**config.mk**
```make
export PLATFORM = sky130hd
export DESIGN_NAME = tinysat_loader
export DESIGN_NICKNAME = d
export VERILOG_FILES = /design/src/rtl/tinysat_loader.sv
export SDC_FILE = /design/constraint.sdc
export NUM_CORES = 1
export LEC_CHECK = 0
export CORE_UTILIZATION = 45
export CTS_BUF_LIST = sky130_fd_sc_hd__clkbuf_8
export CTS_CLUSTER_DIAMETER = 200
export DETAILED_ROUTE_END_ITERATION = 7
export GPL_TIMING_DRIVEN = 0
export HOLD_SLACK_MARGIN = 0.1
export PLACE_DENSITY = 0.69
export SYNTH_ARGS = -nofsm -noshare
export SYNTH_HDL_FRONTEND = slang
export SYNTH_SLANG_ARGS = --single-unit
export TNS_END_PERCENT = 100
```
**constraint.sdc**
```tcl
create_clock -name clk -period 3.7 [get_ports clk]
set_clock_uncertainty 0.2 [all_clocks]
set_input_delay 0.925 -clock clk [delete_from_list [all_inputs] [get_ports clk]]
set_output_delay 0.925 -clock clk [all_outputs]
set_load 0.05 [all_outputs]
```
**src/rtl/tinysat_loader.sv**
```systemverilog
// tinysat_loader: buffers 16 three-literal clauses, replays them into the solver
// in transposed nibble order, runs it with a timeout and returns one result.
//   clk, reset                       clock and synchronous active-high reset
//   cl_valid/cl_ready/cl_data        clause input stream {lit3, lit2, lit1}
//   sat_reset/sat_load/sat_run/sat_data   solver control and load nibble
//   sat_x/sat_sol/sat_done           solver outcome
//   res_valid/res_ready/res_sat/res_x/res_timeout   result stream
//   busy                             high whenever a problem is in flight
module tinysat_loader #(
   parameter int NUM_CLAUSES    = 16,
   parameter int LIT_W          = 4,
   parameter int NUM_BITS       = 4,
   parameter int TIMEOUT_CYCLES = 300
) (
   input  logic                 clk,
   input  logic                 reset,
   input  logic                 cl_valid,
   output logic                 cl_ready,
   input  logic [3*LIT_W-1:0]   cl_data,
   output logic                 sat_reset,
   output logic                 sat_load,
   output logic                 sat_run,
   output logic [LIT_W-1:0]     sat_data,
   input  logic [NUM_BITS-1:0]  sat_x,
   input  logic                 sat_sol,
   input  logic                 sat_done,
   output logic                 res_valid,
   input  logic                 res_ready,
   output logic                 res_sat,
   output logic [NUM_BITS-1:0]  res_x,
   output logic                 res_timeout,
   output logic                 busy
);
   localparam int CW = $clog2(NUM_CLAUSES);
   localparam int TW = $clog2(TIMEOUT_CYCLES);
   localparam logic [2:0] IDLE   = 3'd0;
   localparam logic [2:0] SRST   = 3'd1;
   localparam logic [2:0] LOAD   = 3'd2;
   localparam logic [2:0] RUN    = 3'd3;
   localparam logic [2:0] SETTLE = 3'd4;
   localparam logic [2:0] RESULT = 3'd5;

   logic [2:0]          state, state_nx;
   logic [CW:0]         clause_cnt;
   logic [CW+1:0]       ld_cnt;
   logic [TW-1:0]       run_cnt;
   logic [3*LIT_W-1:0]  mem [NUM_CLAUSES];
   logic [3*LIT_W-1:0]  word;
   logic [1:0]          bank;
   logic                accept, last_run;

   assign accept    = cl_valid & cl_ready;
   assign last_run  = run_cnt == TW'(TIMEOUT_CYCLES - 1);
   assign cl_ready  = state == IDLE && !clause_cnt[CW];
   assign sat_load  = state == LOAD;
   assign sat_run   = state == RUN;
   assign res_valid = state == RESULT;
   assign busy      = state != IDLE;

   // ld_cnt walks bank-major: 16 dummy slots, then lit1, lit2, lit3 of every clause
   assign bank = ld_cnt[CW+1:CW];
   assign word = mem[ld_cnt[CW-1:0]];
   assign sat_data = !sat_load ? '0 :
                     bank == 2'd1 ? word[LIT_W-1:0] :
                     bank == 2'd2 ? word[2*LIT_W-1:LIT_W] :
                     bank == 2'd3 ? word[3*LIT_W-1:2*LIT_W] : '0;

   always_comb begin
      state_nx = state;
      case (state)
         IDLE:    if (accept && clause_cnt[CW-1:0] == CW'(NUM_CLAUSES - 1)) state_nx = SRST;
         SRST:    state_nx = LOAD;
         LOAD:    if (&ld_cnt) state_nx = RUN;
         RUN:     state_nx = sat_done ? SETTLE : last_run ? RESULT : RUN;
         SETTLE:  state_nx = RESULT;
         RESULT:  if (res_ready) state_nx = IDLE;
         default: state_nx = IDLE;
      endcase
   end

   always_ff @(posedge clk) begin
      if (reset) begin
         state       <= IDLE;
         clause_cnt  <= '0;
         ld_cnt      <= '0;
         run_cnt     <= '0;
         sat_reset   <= 1'b1;
         res_sat     <= 1'b0;
         res_x       <= '0;
         res_timeout <= 1'b0;
      end else begin
         state     <= state_nx;
         sat_reset <= state_nx == SRST;
         ld_cnt    <= sat_load ? ld_cnt + 1'b1 : '0;
         run_cnt   <= sat_run ? run_cnt + 1'b1 : '0;
         if (accept) clause_cnt <= clause_cnt + 1'b1;
         if (res_valid && res_ready) clause_cnt <= '0;
         if (sat_run && !sat_done && last_run) begin
            res_sat     <= 1'b0;
            res_x       <= '0;
            res_timeout <= 1'b1;
         end
         // sample the solver one cycle after done, once run has dropped
         if (state == SETTLE) begin
            res_sat     <= sat_sol;
            res_x       <= sat_x;
            res_timeout <= 1'b0;
         end
      end
   end

   always_ff @(posedge clk)
      if (accept) mem[clause_cnt[CW-1:0]] <= cl_data;
endmodule

```
==> metrics.csv <==
stage,metric,value,unit
timing,worstMarginPinSlew,1.04,ns
drt,drt_iter0_markers,428,
critical_path,r2r-start,state[1],
min_path,whs_endpoint,run_cnt[0],
timing,slew_viol_final,0,
timing,fmax,271,MHz
cells_and_area,diodes,0,
grt,grt_pass1_vias,4995,
yosys,synth_common_cells,"192 x edfxtp_1, 38 x nor2_1, 37 x mux2i_1, 30 x dfxtp_1, 25 x mux4_2",
critical_path,slowest_stage,a211o_1,
critical_path,worst-path-max-fanout,9,
critical_path,critPathMaxStageDelay,0.35,ns
pwr,p_switching,971,uW
job,cap_violations,0,
critical_path,reg2reg_slack,0.80,ns
pwr,clockPowerShare,38.9,%
pwr,p_per_area,449,nW/um^2
cells_and_area,drive_gt1_share,24.7,%
timing,setup_ws,0.0127,ns
pwr,p_int,3760,uW
pwr,power_leakage,0.00332,uW
place,gp_congestion,0.851,
timing,hold_violations,0,
grt,overflow,0,
grt,antenna_found_initial,0,
drt,via_per_inst,5.52,
clocking,clk_pin_slew,0.06,ns
critical_path,r2r-end,mem[8][10],
clocking,cts_max_level,2,
critical_path,crit_path_frequent_cell,buf_6,
yosys,ys_ff_latch,222,
die,start_util,45.9,%
drt,post-route-drc-count,0,
yosys,yosysTopAreaCellShare,64.8,%
timing,min_period,3.69,ns
clocking,clockRootBuffer,clkbuf_8,
grt,grt_max_degree,17,
min_path,hp-start,run_cnt[0],
die,die_h,143,um
cells_and_area,final_area,10500,sq um
pwr,switching_share,20.5,%
die,fp-row-count,51,
yosys,yosysUniqueCellTypes,43,
clocking,cts-buffers-inserted,34,
yosys,yosys.area.top_type,edfxtp_1,
min_path,hold_depth,1,
clocking,clkLatencyLatePin,0.52,ns
critical_path,cp_cell_sequence,buf_6 > buf_12 > buf_8 > mux4_2 > mux2i_2 > a211o_1 > a211oi_2 > buf_6,
yosys,async_reset_ff_share,0,%
grt,grt_pass1_wl,28.8,mm
die,die-area,20300,sq um
die,coreArea,19400,sq um
timing,period_share,99.7,%
timing,rsz0062_at_grt,true,
grt,gr-usage-all-layers,19.7,%
critical_path,cpLargestDelayFamily,compound AO/OA/AOI/OAI gates,
clocking,cts_buffer_depth,3,
yosys,synthesis.area,8900,sq um
place,portBuffers,37,
drt,routed-via-count,4856,
place,dp_slack,-0.386,ns
die,die_x,143,um
clocking,hold_buffers,0,
drt,wl_per_cell,21.6,um
drt,drtAntennaViolNets,0,
cells_and_area,syn_to_final_growth,18.3,%
pwr,peakVddDrop,0.000218,V
yosys,synth_flop_cell,edfxtp_1,
yosys,synthTopCellsByArea,"edfxtp_1 65%, dfxtp_1 6.8%, mux4_2 6.3%, mux2i_1 4.2%, mux4_1 2.1%",
outcome,outcome,finished clean,
critical_path,worstPathArrival,2.56,ns
critical_path,cp-end-kind,output pin,
timing,setup_violations,0,
yosys,synth_edf_count,192,
pwr,seqPwrFrac,58.4,%
yosys,syn_inst,512,
min_path,min_path_type,register to register,
critical_path,cp.buffers_inverters,4,
yosys,syn_avg_cell_area,17.4,sq um
yosys,yosysMostFrequentCell,edfxtp_1,
critical_path,r2r_cells,6,
pwr,combPwrFrac,2.8,%
cells_and_area,fin_nets,621,
yosys,yosys_warnings,0,
yosys,ys_seq_area_share,71.6,%
yosys,synth_fp_nets,540,
critical_path,cp.required,2.57,ns
drt,firstDrtPassIters,5,
drt,drt-total-wl,19.0,mm
critical_path,critPathLaunchType,register,
clocking,cts.sinks,222,
die,ios,38,
critical_path,crit_type,register to output pin,
place,dp_hpwl,12.0,mm
clocking,cts_tree,built,
timing,slew_headroom,30.4,%
place,dpl_cell_area,9710,sq um
==> cell usage in the layout (no fill, tap or decap), drive strengths merged, types with 8 or more instances in the layout <==
master           n
edfxtp         192
xor2             9
nand2           18
nand3           12
mux4            32
clkdlybuf4s50   33
buf             29
clkbuf          51
nor2            38
a22oi            8
dfxtp           30
mux2i           37
mux2            12
a21oi           11
inv             20
==> repair_timing <==
action,in CTS,in global routing
endpoints found under the setup margin,4,5
gates resized for setup,51,21
pin swaps,4,7
setup buffers,4,0
==> power groups by stage <==
stage          clock network [uW]  registers, uW  logic [uW]
2_1_floorplan                   0           2810        48.5
3_3_place_gp                    0           2810         114
3_5_place_dp                    0           2810         128
4_1_cts                      1870           2760         131
5_1_grt                      1980           2760         143
6_report                     1840           2760         131
==> kinds of logic after synthesis <==
family          synth area share, %
compound gates                 4.09
xor+xnor                       1.38
fa+ha+maj                     0.844
buf+inv                        2.64
flops                          71.6
mux                            14.1
simple gates                   5.40
==> registers in the layout, indices dropped and copies added, names as in the netlist, 3 cells and up <==
register / flops
run_cnt: 9
ld_cnt: 6
state: 3
clause_cnt: 5
mem: 192
res_x: 4
==> cell type report <==
type                            instances  area, sq um
Clock buffer                           39          537
Fill cell                            1534         8870
Clock inverter                         19         75.1
Tap cell                              265          332
Inverter                                8         30.0
Timing Repair Buffer                   47          480
Multi-Input combinational cell        253         2480
Sequential cell                       222         6370
Buffer                                 27          228
==> through the flow <==
| step | cells | hold WS (ns) | total power (uW) | utilization (%) | setup TNS [ns] |
|---|---|---|---|---|---|
| floorplan | 512 | 0.213 | 2860 | - | 0 |
| global placement | 814 | 0.225 | 2930 | 49.5 | -34.17 |
| detailed placement | 820 | 0.240 | 2940 | 50.0 | -2.96 |
| CTS | 881 | 0.248 | 4760 | 53.7 | 0 |
| global route | 880 | 0.274 | 4880 | 54.3 | -0.0722 |
| finish | 880 | 0.247 | 4730 | 54.3 | 0 |
==> layer usage <==
layer  routed length (um)  share of wire [%]  GRT usage, %  up-vias
met5                    0                  0             0        -
met4                  598                3.2          9.39        0
met3                 1060                5.6          3.63       47
met2                 9300                 49          31.4      169
met1                 8030                 42          26.1     2463
li1                     -                  -             -     2177
==> how the worst max path moves through the flow <==
stage          slack (ns)     endpoint  cells after the start      start
5_1_grt             -0.03  sat_data[1]                      9  ld_cnt[0]
2_1_floorplan        0.05  sat_data[0]                      7  ld_cnt[0]
4_1_cts             0.003  sat_data[0]                      8  ld_cnt[1]
3_3_place_gp        -0.72    mem[0][3]                      5   cl_valid
6_report             0.01  sat_data[1]                      8  ld_cnt[0]
3_5_place_dp        -0.39  sat_data[0]                      8  ld_cnt[0]
Note: power is estimated with default switching activity, not from simulation.
